### src/rtl/dcache_wb_dm_if.sv
`default_nettype none
// ============================================================================
//  Module      : dcache_dp_if / dcache_mem_if
//  Description : Bus bundles for the write-back data cache.
//                dcache_dp_if  - datapath MEM stage <-> cache
//                  halt, dmemREN, dmemWEN, dmemaddr, dmemstore  (datapath -> cache)
//                  dhit, dmemload, flushed                      (cache -> datapath)
//                dcache_mem_if - cache <-> memory arbiter
//                  dREN, dWEN, daddr, dstore                    (cache -> memory)
//                  dwait, dload                                 (memory -> cache)
//  Revision    : 1.0  initial release
// ============================================================================

interface dcache_dp_if;
    logic        halt;
    logic        dmemREN;
    logic        dmemWEN;
    logic [31:0] dmemaddr;
    logic [31:0] dmemstore;
    logic        dhit;
    logic [31:0] dmemload;
    logic        flushed;

    // Datapath side drives requests
    modport master (
        output halt, dmemREN, dmemWEN, dmemaddr, dmemstore,
        input  dhit, dmemload, flushed
    );

    // Cache side answers them
    modport slave (
        input  halt, dmemREN, dmemWEN, dmemaddr, dmemstore,
        output dhit, dmemload, flushed
    );
endinterface

interface dcache_mem_if;
    logic        dREN;
    logic        dWEN;
    logic [31:0] daddr;
    logic [31:0] dstore;
    logic        dwait;
    logic [31:0] dload;

    // Cache side issues memory transfers
    modport master (
        output dREN, dWEN, daddr, dstore,
        input  dwait, dload
    );

    // Memory arbiter side
    modport slave (
        input  dREN, dWEN, daddr, dstore,
        output dwait, dload
    );
endinterface

`default_nettype wire

### src/rtl/dcache_wb_dm.sv
`default_nettype none
// ============================================================================
//  Module      : dcache_wb_dm
//  Description : Direct-mapped, write-back, write-allocate L1 data cache with
//                2-word blocks. Hits answer combinationally; misses write back
//                a dirty victim and fetch the new block over the memory bus.
//                On halt every dirty block is written back, the hit counter
//                is stored at HITCNT_ADR and flushed is raised (sticky).
//  Ports       : CLK   - clock, all state on posedge
//                nRST  - synchronous active-low reset
//                dp    - datapath bundle (slave modport)
//                mem   - memory arbiter bundle (master modport)
//  Revision    : 1.0  initial release
// ============================================================================

module dcache_wb_dm #(
    parameter int unsigned SETS       = 16,
    parameter logic [31:0] HITCNT_ADR = 32'h0000_3100
) (
    input  logic         CLK,
    input  logic         nRST,
    dcache_dp_if.slave   dp,
    dcache_mem_if.master mem
);

    localparam int unsigned IDX_W = $clog2(SETS);
    localparam int unsigned TAG_W = 32 - IDX_W - 3;

    typedef enum logic [3:0] {
        S_IDLE   = 4'd0,
        S_WB0    = 4'd1,
        S_WB1    = 4'd2,
        S_FETCH0 = 4'd3,
        S_FETCH1 = 4'd4,
        S_FL_CHK = 4'd5,
        S_FL_WB0 = 4'd6,
        S_FL_WB1 = 4'd7,
        S_FL_CNT = 4'd8,
        S_DONE   = 4'd9
    } state_t;

    state_t           r_state;
    state_t           w_state_nxt;

    logic [31:0]      r_data [SETS][2];
    logic [TAG_W-1:0] r_tag  [SETS];
    logic [SETS-1:0]  r_valid;
    logic [SETS-1:0]  r_dirty;
    logic [31:0]      r_hitcnt;
    logic [IDX_W-1:0] r_fidx;
    logic             r_pend;     // next hit is the retry of a fill, not counted

    // ------------------------------------------------------------------
    // Address decomposition and hit detection
    // ------------------------------------------------------------------
    logic             w_req;
    logic             w_wr;
    logic             w_blk;
    logic [IDX_W-1:0] w_idx;
    logic [TAG_W-1:0] w_tag;
    logic             w_hit;
    logic             w_fl_wb;
    logic             w_fl_last;
    logic [IDX_W-1:0] w_wb_idx;
    logic [31:0]      w_wb_base;
    logic [31:0]      w_fetch_base;
    logic             w_unused_byte;

    assign w_req   = dp.dmemREN | dp.dmemWEN;
    assign w_wr    = dp.dmemWEN;                // write wins when both are high
    assign w_blk   = dp.dmemaddr[2];
    assign w_idx   = dp.dmemaddr[IDX_W+2:3];
    assign w_tag   = dp.dmemaddr[31:IDX_W+3];
    assign w_hit   = (r_state == S_IDLE) & w_req & r_valid[w_idx]
                   & (r_tag[w_idx] == w_tag);
    assign w_unused_byte = ^dp.dmemaddr[1:0];

    // Write-back source: the flush walker during flush, the request index otherwise
    assign w_fl_wb      = (r_state == S_FL_WB0) || (r_state == S_FL_WB1);
    assign w_wb_idx     = w_fl_wb ? r_fidx : w_idx;
    assign w_wb_base    = {r_tag[w_wb_idx], w_wb_idx, 3'b000};
    assign w_fetch_base = {w_tag, w_idx, 3'b000};
    assign w_fl_last    = (r_fidx == IDX_W'(SETS - 1));

    // ------------------------------------------------------------------
    // Next state and outputs
    // ------------------------------------------------------------------
    logic        w_dren;
    logic        w_dwen;
    logic [31:0] w_daddr;
    logic [31:0] w_dstore;

    always_comb begin
        w_state_nxt = r_state;
        w_dren      = 1'b0;
        w_dwen      = 1'b0;
        w_daddr     = 32'd0;
        w_dstore    = 32'd0;
        case (r_state)
            S_IDLE: begin
                // A hit is served first; halt beats a fresh miss
                if (!w_hit) begin
                    if (dp.halt) begin
                        w_state_nxt = S_FL_CHK;
                    end else if (w_req) begin
                        w_state_nxt = (r_valid[w_idx] & r_dirty[w_idx]) ? S_WB0 : S_FETCH0;
                    end
                end
            end
            S_WB0, S_FL_WB0: begin
                w_dwen   = 1'b1;
                w_daddr  = w_wb_base;
                w_dstore = r_data[w_wb_idx][0];
                if (!mem.dwait) begin
                    w_state_nxt = (r_state == S_WB0) ? S_WB1 : S_FL_WB1;
                end
            end
            S_WB1: begin
                w_dwen   = 1'b1;
                w_daddr  = w_wb_base + 32'd4;
                w_dstore = r_data[w_wb_idx][1];
                if (!mem.dwait) begin
                    w_state_nxt = S_FETCH0;
                end
            end
            S_FL_WB1: begin
                w_dwen   = 1'b1;
                w_daddr  = w_wb_base + 32'd4;
                w_dstore = r_data[w_wb_idx][1];
                if (!mem.dwait) begin
                    w_state_nxt = w_fl_last ? S_FL_CNT : S_FL_CHK;
                end
            end
            S_FETCH0: begin
                w_dren  = 1'b1;
                w_daddr = w_fetch_base;
                if (!mem.dwait) begin
                    w_state_nxt = S_FETCH1;
                end
            end
            S_FETCH1: begin
                w_dren  = 1'b1;
                w_daddr = w_fetch_base + 32'd4;
                if (!mem.dwait) begin
                    w_state_nxt = S_IDLE;
                end
            end
            S_FL_CHK: begin
                if (r_dirty[r_fidx]) begin
                    w_state_nxt = S_FL_WB0;
                end else if (w_fl_last) begin
                    w_state_nxt = S_FL_CNT;
                end
            end
            S_FL_CNT: begin
                w_dwen   = 1'b1;
                w_daddr  = HITCNT_ADR;
                w_dstore = r_hitcnt;
                if (!mem.dwait) begin
                    w_state_nxt = S_DONE;
                end
            end
            S_DONE: begin
                w_state_nxt = S_DONE;
            end
            default: begin
                w_state_nxt = S_IDLE;
            end
        endcase
    end

    assign mem.dREN   = w_dren;
    assign mem.dWEN   = w_dwen;
    assign mem.daddr  = w_daddr;
    assign mem.dstore = w_dstore;

    assign dp.dhit     = w_hit;
    assign dp.dmemload = (w_hit & dp.dmemREN & ~dp.dmemWEN) ? r_data[w_idx][w_blk] : 32'd0;
    assign dp.flushed  = (r_state == S_DONE);

    // ------------------------------------------------------------------
    // Control state (reset)
    // ------------------------------------------------------------------
    always_ff @(posedge CLK) begin
        if (!nRST) begin
            r_state  <= S_IDLE;
            r_valid  <= '0;
            r_dirty  <= '0;
            r_hitcnt <= 32'd0;
            r_fidx   <= '0;
            r_pend   <= 1'b0;
        end else begin
            r_state <= w_state_nxt;
            if (w_hit) begin
                if (r_pend) begin
                    r_pend <= 1'b0;
                end else if (r_hitcnt != 32'hFFFF_FFFF) begin
                    r_hitcnt <= r_hitcnt + 32'd1;
                end
                if (w_wr) begin
                    r_dirty[w_idx] <= 1'b1;
                end
            end
            case (r_state)
                S_FETCH1: begin
                    if (!mem.dwait) begin
                        r_valid[w_idx] <= 1'b1;
                        r_dirty[w_idx] <= 1'b0;
                        r_pend         <= 1'b1;
                    end
                end
                S_FL_CHK: begin
                    if (!r_dirty[r_fidx] && !w_fl_last) begin
                        r_fidx <= r_fidx + 1'b1;
                    end
                end
                S_FL_WB1: begin
                    if (!mem.dwait) begin
                        r_dirty[r_fidx] <= 1'b0;
                        if (!w_fl_last) begin
                            r_fidx <= r_fidx + 1'b1;
                        end
                    end
                end
                default: begin
                end
            endcase
        end
    end

    // ------------------------------------------------------------------
    // Tag and data storage (no reset; qualified by the valid bits)
    // ------------------------------------------------------------------
    always_ff @(posedge CLK) begin
        if (w_hit && w_wr) begin
            r_data[w_idx][w_blk] <= dp.dmemstore;
        end
        if (r_state == S_FETCH0 && !mem.dwait) begin
            r_data[w_idx][0] <= mem.dload;
        end
        if (r_state == S_FETCH1 && !mem.dwait) begin
            r_data[w_idx][1] <= mem.dload;
            r_tag[w_idx]     <= w_tag;
        end
    end

endmodule

`default_nettype wire

### src/flat_wrapper.sv
// flat-port wrapper written by rule: the top's interface ports become plain ports
module dcache_wb_dm_flat 
#(
    parameter int unsigned SETS       = 16,
    parameter logic [31:0] HITCNT_ADR = 32'h0000_3100
)
  (CLK, nRST, dp_halt, dp_dmemREN, dp_dmemWEN, dp_dmemaddr, dp_dmemstore, dp_dhit, dp_dmemload, dp_flushed, mem_dREN, mem_dWEN, mem_daddr, mem_dstore, mem_dwait, mem_dload);
  dcache_dp_if dp_i ();
  dcache_mem_if mem_i ();
  input  logic CLK;
  input  logic nRST;
  input wire logic [$bits(dp_i.halt)-1:0] dp_halt;
  input wire logic [$bits(dp_i.dmemREN)-1:0] dp_dmemREN;
  input wire logic [$bits(dp_i.dmemWEN)-1:0] dp_dmemWEN;
  input wire logic [$bits(dp_i.dmemaddr)-1:0] dp_dmemaddr;
  input wire logic [$bits(dp_i.dmemstore)-1:0] dp_dmemstore;
  output wire logic [$bits(dp_i.dhit)-1:0] dp_dhit;
  output wire logic [$bits(dp_i.dmemload)-1:0] dp_dmemload;
  output wire logic [$bits(dp_i.flushed)-1:0] dp_flushed;
  output wire logic [$bits(mem_i.dREN)-1:0] mem_dREN;
  output wire logic [$bits(mem_i.dWEN)-1:0] mem_dWEN;
  output wire logic [$bits(mem_i.daddr)-1:0] mem_daddr;
  output wire logic [$bits(mem_i.dstore)-1:0] mem_dstore;
  input wire logic [$bits(mem_i.dwait)-1:0] mem_dwait;
  input wire logic [$bits(mem_i.dload)-1:0] mem_dload;
  assign dp_i.halt = dp_halt;
  assign dp_i.dmemREN = dp_dmemREN;
  assign dp_i.dmemWEN = dp_dmemWEN;
  assign dp_i.dmemaddr = dp_dmemaddr;
  assign dp_i.dmemstore = dp_dmemstore;
  assign dp_dhit = dp_i.dhit;
  assign dp_dmemload = dp_i.dmemload;
  assign dp_flushed = dp_i.flushed;
  assign mem_dREN = mem_i.dREN;
  assign mem_dWEN = mem_i.dWEN;
  assign mem_daddr = mem_i.daddr;
  assign mem_dstore = mem_i.dstore;
  assign mem_i.dwait = mem_dwait;
  assign mem_i.dload = mem_dload;
  dcache_wb_dm #(.SETS(SETS), .HITCNT_ADR(HITCNT_ADR)) u_core (.CLK(CLK), .nRST(nRST), .dp(dp_i), .mem(mem_i));
endmodule
### config.mk
export PLATFORM = sky130hd
export DESIGN_NAME = dcache_wb_dm_flat
export DESIGN_NICKNAME = d
export VERILOG_FILES = /design/src/rtl/dcache_wb_dm_if.sv /design/src/rtl/dcache_wb_dm.sv /design/src/flat_wrapper.sv
export SDC_FILE = /design/constraint.sdc
export NUM_CORES = 2
export LEC_CHECK = 0
export ABC_AREA = 1
export CORE_MARGIN = 2
export CORE_UTILIZATION = 40
export CTS_CLUSTER_SIZE = 28
export DETAILED_ROUTE_END_ITERATION = 12
export SLEW_MARGIN = 20
export SYNTH_ARGS = -nofsm -noshare
export SYNTH_HDL_FRONTEND = slang
export SYNTH_SLANG_ARGS = --single-unit
export TNS_END_PERCENT = 10
### constraint.sdc
create_clock -name CLK -period 5.8 [get_ports CLK]
set_clock_uncertainty 0.05 [all_clocks]
set_input_delay 0.58 -clock CLK [delete_from_list [all_inputs] [get_ports CLK]]
set_output_delay 0.58 -clock CLK [all_outputs]
set_load 0.05 [all_outputs]
==> metrics.md <==
| Metric | Value |
|---|---|
| Worst EP arrival | `between 5000 and 6000 ps` |
| RSZ-0062 raised after global routing | `no` |
| CP Class | `reg -> out` |
| Total Nets Final | `7810` |
| Dpl cell area | `0.0801 mm²` |
| Largest fanout on the critical path | `between 90 and 100` |
| DR WL/cell | `27.8 µm` |
| Max cap viols | `0` |
| Hold-fix buffers, CTS | `0` |
| Die height | `about 430 µm` |
| Peak supply drop | `between 200 and 300 µV` |
| Worst-path clk slew | `~60 ps` |
| Die Wd | `about 430 µm` |
| Status | `finished, final reports clean` |
| Placement Rows | `about 160` |
| TritonCTS clock tree | `built` |
| Final Util | `between 40% and 50%` |
| Clock Path Buffers | `3` |
| Die ar. | `between 0.15 and 0.2 mm²` |
| Rel. slew slack | `24.4%` |
| Reg-to-Reg Start | `u_core.r_state[2]` |
| Initial antenna violation count | `5` |
| H-tree Lvls | `4` |
| RR Endpoint | `u_core.r_data[0][10]` |
| Worst Setup SP | `u_core.r_state[1]` |
| Largest net degree at the start of global routing | `135` |
| Distinct cells, synth | `56` |
| DP HPWL | `around 160 mm` |
| Share of cells above drive strength 1 | `9.31%` |
| Fillers | `~16000` |
| Most frequent cells in the layout | `nand2_1 (2260), edfxtp_1 (1424), o21ai_0 (547), o22ai_1 (502), nand3_1 (418)` |
| Avg Vias per Cell | `slightly above 6` |
| Num ports | `202` |
| Commonest register cell after synthesis | `edfxtp_1` |
| Placed cell count | `9913` |
| #FFs+latches synth | `approximately 1500` |
| Worst-margin pin slew | `1130 ps` |
| GPL Wtd Cong | `~0.94` |
| Non-Filler Instances | `a little over 10000` |
| Grt total ovfl | `0` |
| Port bufs | `197` |
| Post-Synthesis Cell Area | `about 0.073 mm²` |
| Fmax | `between 150 and 200 MHz` |
| WHS | `412 ps` |
| Clk_lat worst skew | `between 800 and 900 ps` |
| Fin crit share | `97.4%` |
| DRC Markers | `0` |
| YS warnings | `0` |
| Initial Utilization | `40.4%` |
| Setup TNS | `0 ps` |
| LEAKAGE | `~30 nW` |
| Final Hold Viols | `0` |
| WP data required | `5170 ps` |
| Slew Viols, Final | `0` |
| Critical Path Sink Type | `output pin` |
| Final Critical Period | `between 5000 and 6000 ps` |
| Number of synthesized flops with an enable pin | `about 1400` |
| Yosys top cell by area | `edfxtp_1` |
| Vias in the first global route | `59700` |
| Register area share after synthesis | `60.5%` |
| Post-CTS Resized | `0` |
| Post-Syn Instances | `~7600` |
| CP Launch Type | `register` |
| Final std cell area, no fill | `0.0850 mm²` |
| Via Count | `63600` |
| Mapped Avg Cell Area | `9.61 µm²` |
| Post-CTS Setup Bufs | `0` |
| Setup violations, final | `0` |
| Core area | `0.181 mm²` |
| HP Start | `u_core.r_valid[8]` |
| Routed WL | `around 280 mm` |
| Area Overhead vs Synth | `16.3%` |
| Inserted Clock Buffers | `about 160` |
| # clock sinks | `1497` |
| First-pass GRT wire length | `between 400 and 500 mm` |
| Synth area leaders | `edfxtp_1 (58%), nand2_1 (12%), o22ai_1 (4.3%)` |
| Top cell type's share of synthesized area | `roughly three fifths` |
| Cells on worst reg2reg path | `12` |
| Ys async rst share | `0%` |
| Final antenna diode count | `0` |
| Commonest non-fill, non-tap cell in the layout | `nand2_1` |
| Final antenna-violating net count | `0` |
| Root buf cell | `clkbuf_16` |
| Gr usage total | `~30%` |
| R2r setup slk | `between 1500 and 2000 ps` |
| Power per cell area | `between 300 and 400 mW/mm²` |
| CP Capture Point | `mem_dstore[28]` |
| Hold Crit Class | `reg -> reg` |
| Drt pass-1 iters | `8` |
| Starting DRC count in detailed routing | `a little under 9000` |
sequential cells by signal, summed over array words and instances (netlist names):
signal           cells
u_core.r_data     1024
u_core.r_pend        1
u_core.r_valid      16
u_core.r_fidx        4
u_core.r_state       4
u_core.r_dirty      16
u_core.r_tag       400
u_core.r_hitcnt     32
stage by stage:
step / setup slack (ps) / power, W
floorplan: 1300 / 0.0162
global placement: 584 / 0.0192
detailed placement: 572 / 0.0193
CTS: 92.0 / 0.0289
global route: 42.3 / 0.0298
finish: 152 / 0.0290
Yosys cell counts (3+ instances only):
library cell / n
a221oi_1: 6
ha_1: 5
nor3b_2: 5
a31oi_1: 18
nand2_1: 2264
a22o_1: 36
xor2_1: 13
a211oi_1: 69
nand3_2: 3
inv_1: 289
dfxtp_1: 73
nor3_2: 13
clkbuf_1: 374
buf_4: 10
o311ai_1: 3
a21oi_1: 427
nand4_1: 53
nor2_2: 8
a41oi_1: 31
nor2_4: 3
o31ai_1: 4
buf_1: 66
a22oi_1: 23
and2_1: 3
and3_1: 10
nor4_1: 6
edfxtp_1: 1424
nor3_1: 34
buf_6: 13
clkinv_1: 6
nand3_1: 418
a32o_1: 64
o221ai_1: 80
inv_2: 6
o211ai_1: 104
o311ai_0: 13
o21ai_0: 569
o21ai_1: 19
o22ai_1: 502
nor2_1: 411
buf_2: 105
layout make-up:
cell class                      count  area [µm²]  share of cell area (%)
Clock buffer                      207        4220                    4.96
Clock inverter                     81         657                   0.772
Inverter                          302        1190                    1.40
Multi-Input combinational cell   5238       26000                    30.5
Sequential cell                  1497       44200                    52.0
Tap cell                         2370        2970                    3.49
Timing Repair Buffer              506        5820                    6.85
report_power, final:
part / internal, W / switching, W / leakage [nW]
Combinational: 0.00199 / 0.00503 / 14.2
Sequential: 0.0121 / 0.0000502 / 13.4
Clock: 0.00545 / 0.00436 / 2.37
worst max-delay path, stage by stage, from the launching register on:
cell and delay, ps:
dfxtp_1 380, nand3_1 450, nand2_1 180, nand2_4 360, clkinv_8 480, buf_4 420, nand2_1 80, nand2_1 50
a21oi_1 160, a211oi_1 70, nor2_1 360, o211ai_1 130, nand3_1 240, o21ai_0 410, buf_12 290
how the worst min path moves through the flow:
| stage | slack (ps) | depth (start not counted) | end |
|---|---|---|---|
| after floorplan | 380 | 2 | u_core.r_valid[6] |
| after global placement | 390 | 2 | u_core.r_valid[6] |
| after detailed placement | 400 | 2 | u_core.r_valid[0] |
| after CTS | 410 | 2 | u_core.r_valid[0] |
| after global routing | 440 | 2 | u_core.r_valid[8] |
| final | 410 | 2 | u_core.r_valid[8] |
cells by family after synthesis:
| kind of cell | after synthesis | synth area share [%] |
|---|---|---|
| xor+xnor | 13 | 0.156 |
| flops | 1497 | 60.5 |
| fa+ha+maj | 5 | 0.0856 |
| compound gates | 1979 | 16.5 |
| other cells | 1 | 0.00513 |
| simple gates | 3239 | 17.9 |
| buf+inv | 872 | 4.85 |
routing by layer:
| layer | routed length [µm] | share of wire [%] | vias to the layer above | GRT usage, % |
|---|---|---|---|---|
| li1 | - | - | 27600 | - |
| met1 | 106000 | 37 | 30800 | 38.2 |
| met2 | 128000 | 45 | 4360 | 46.2 |
| met3 | 31600 | 11 | 800 | 5.65 |
| met4 | 18500 | 6.5 | 8 | 17.7 |
| met5 | 51 | 0.018 | - | 0 |
No activity file was read; power rests on OpenSTA's default activity.
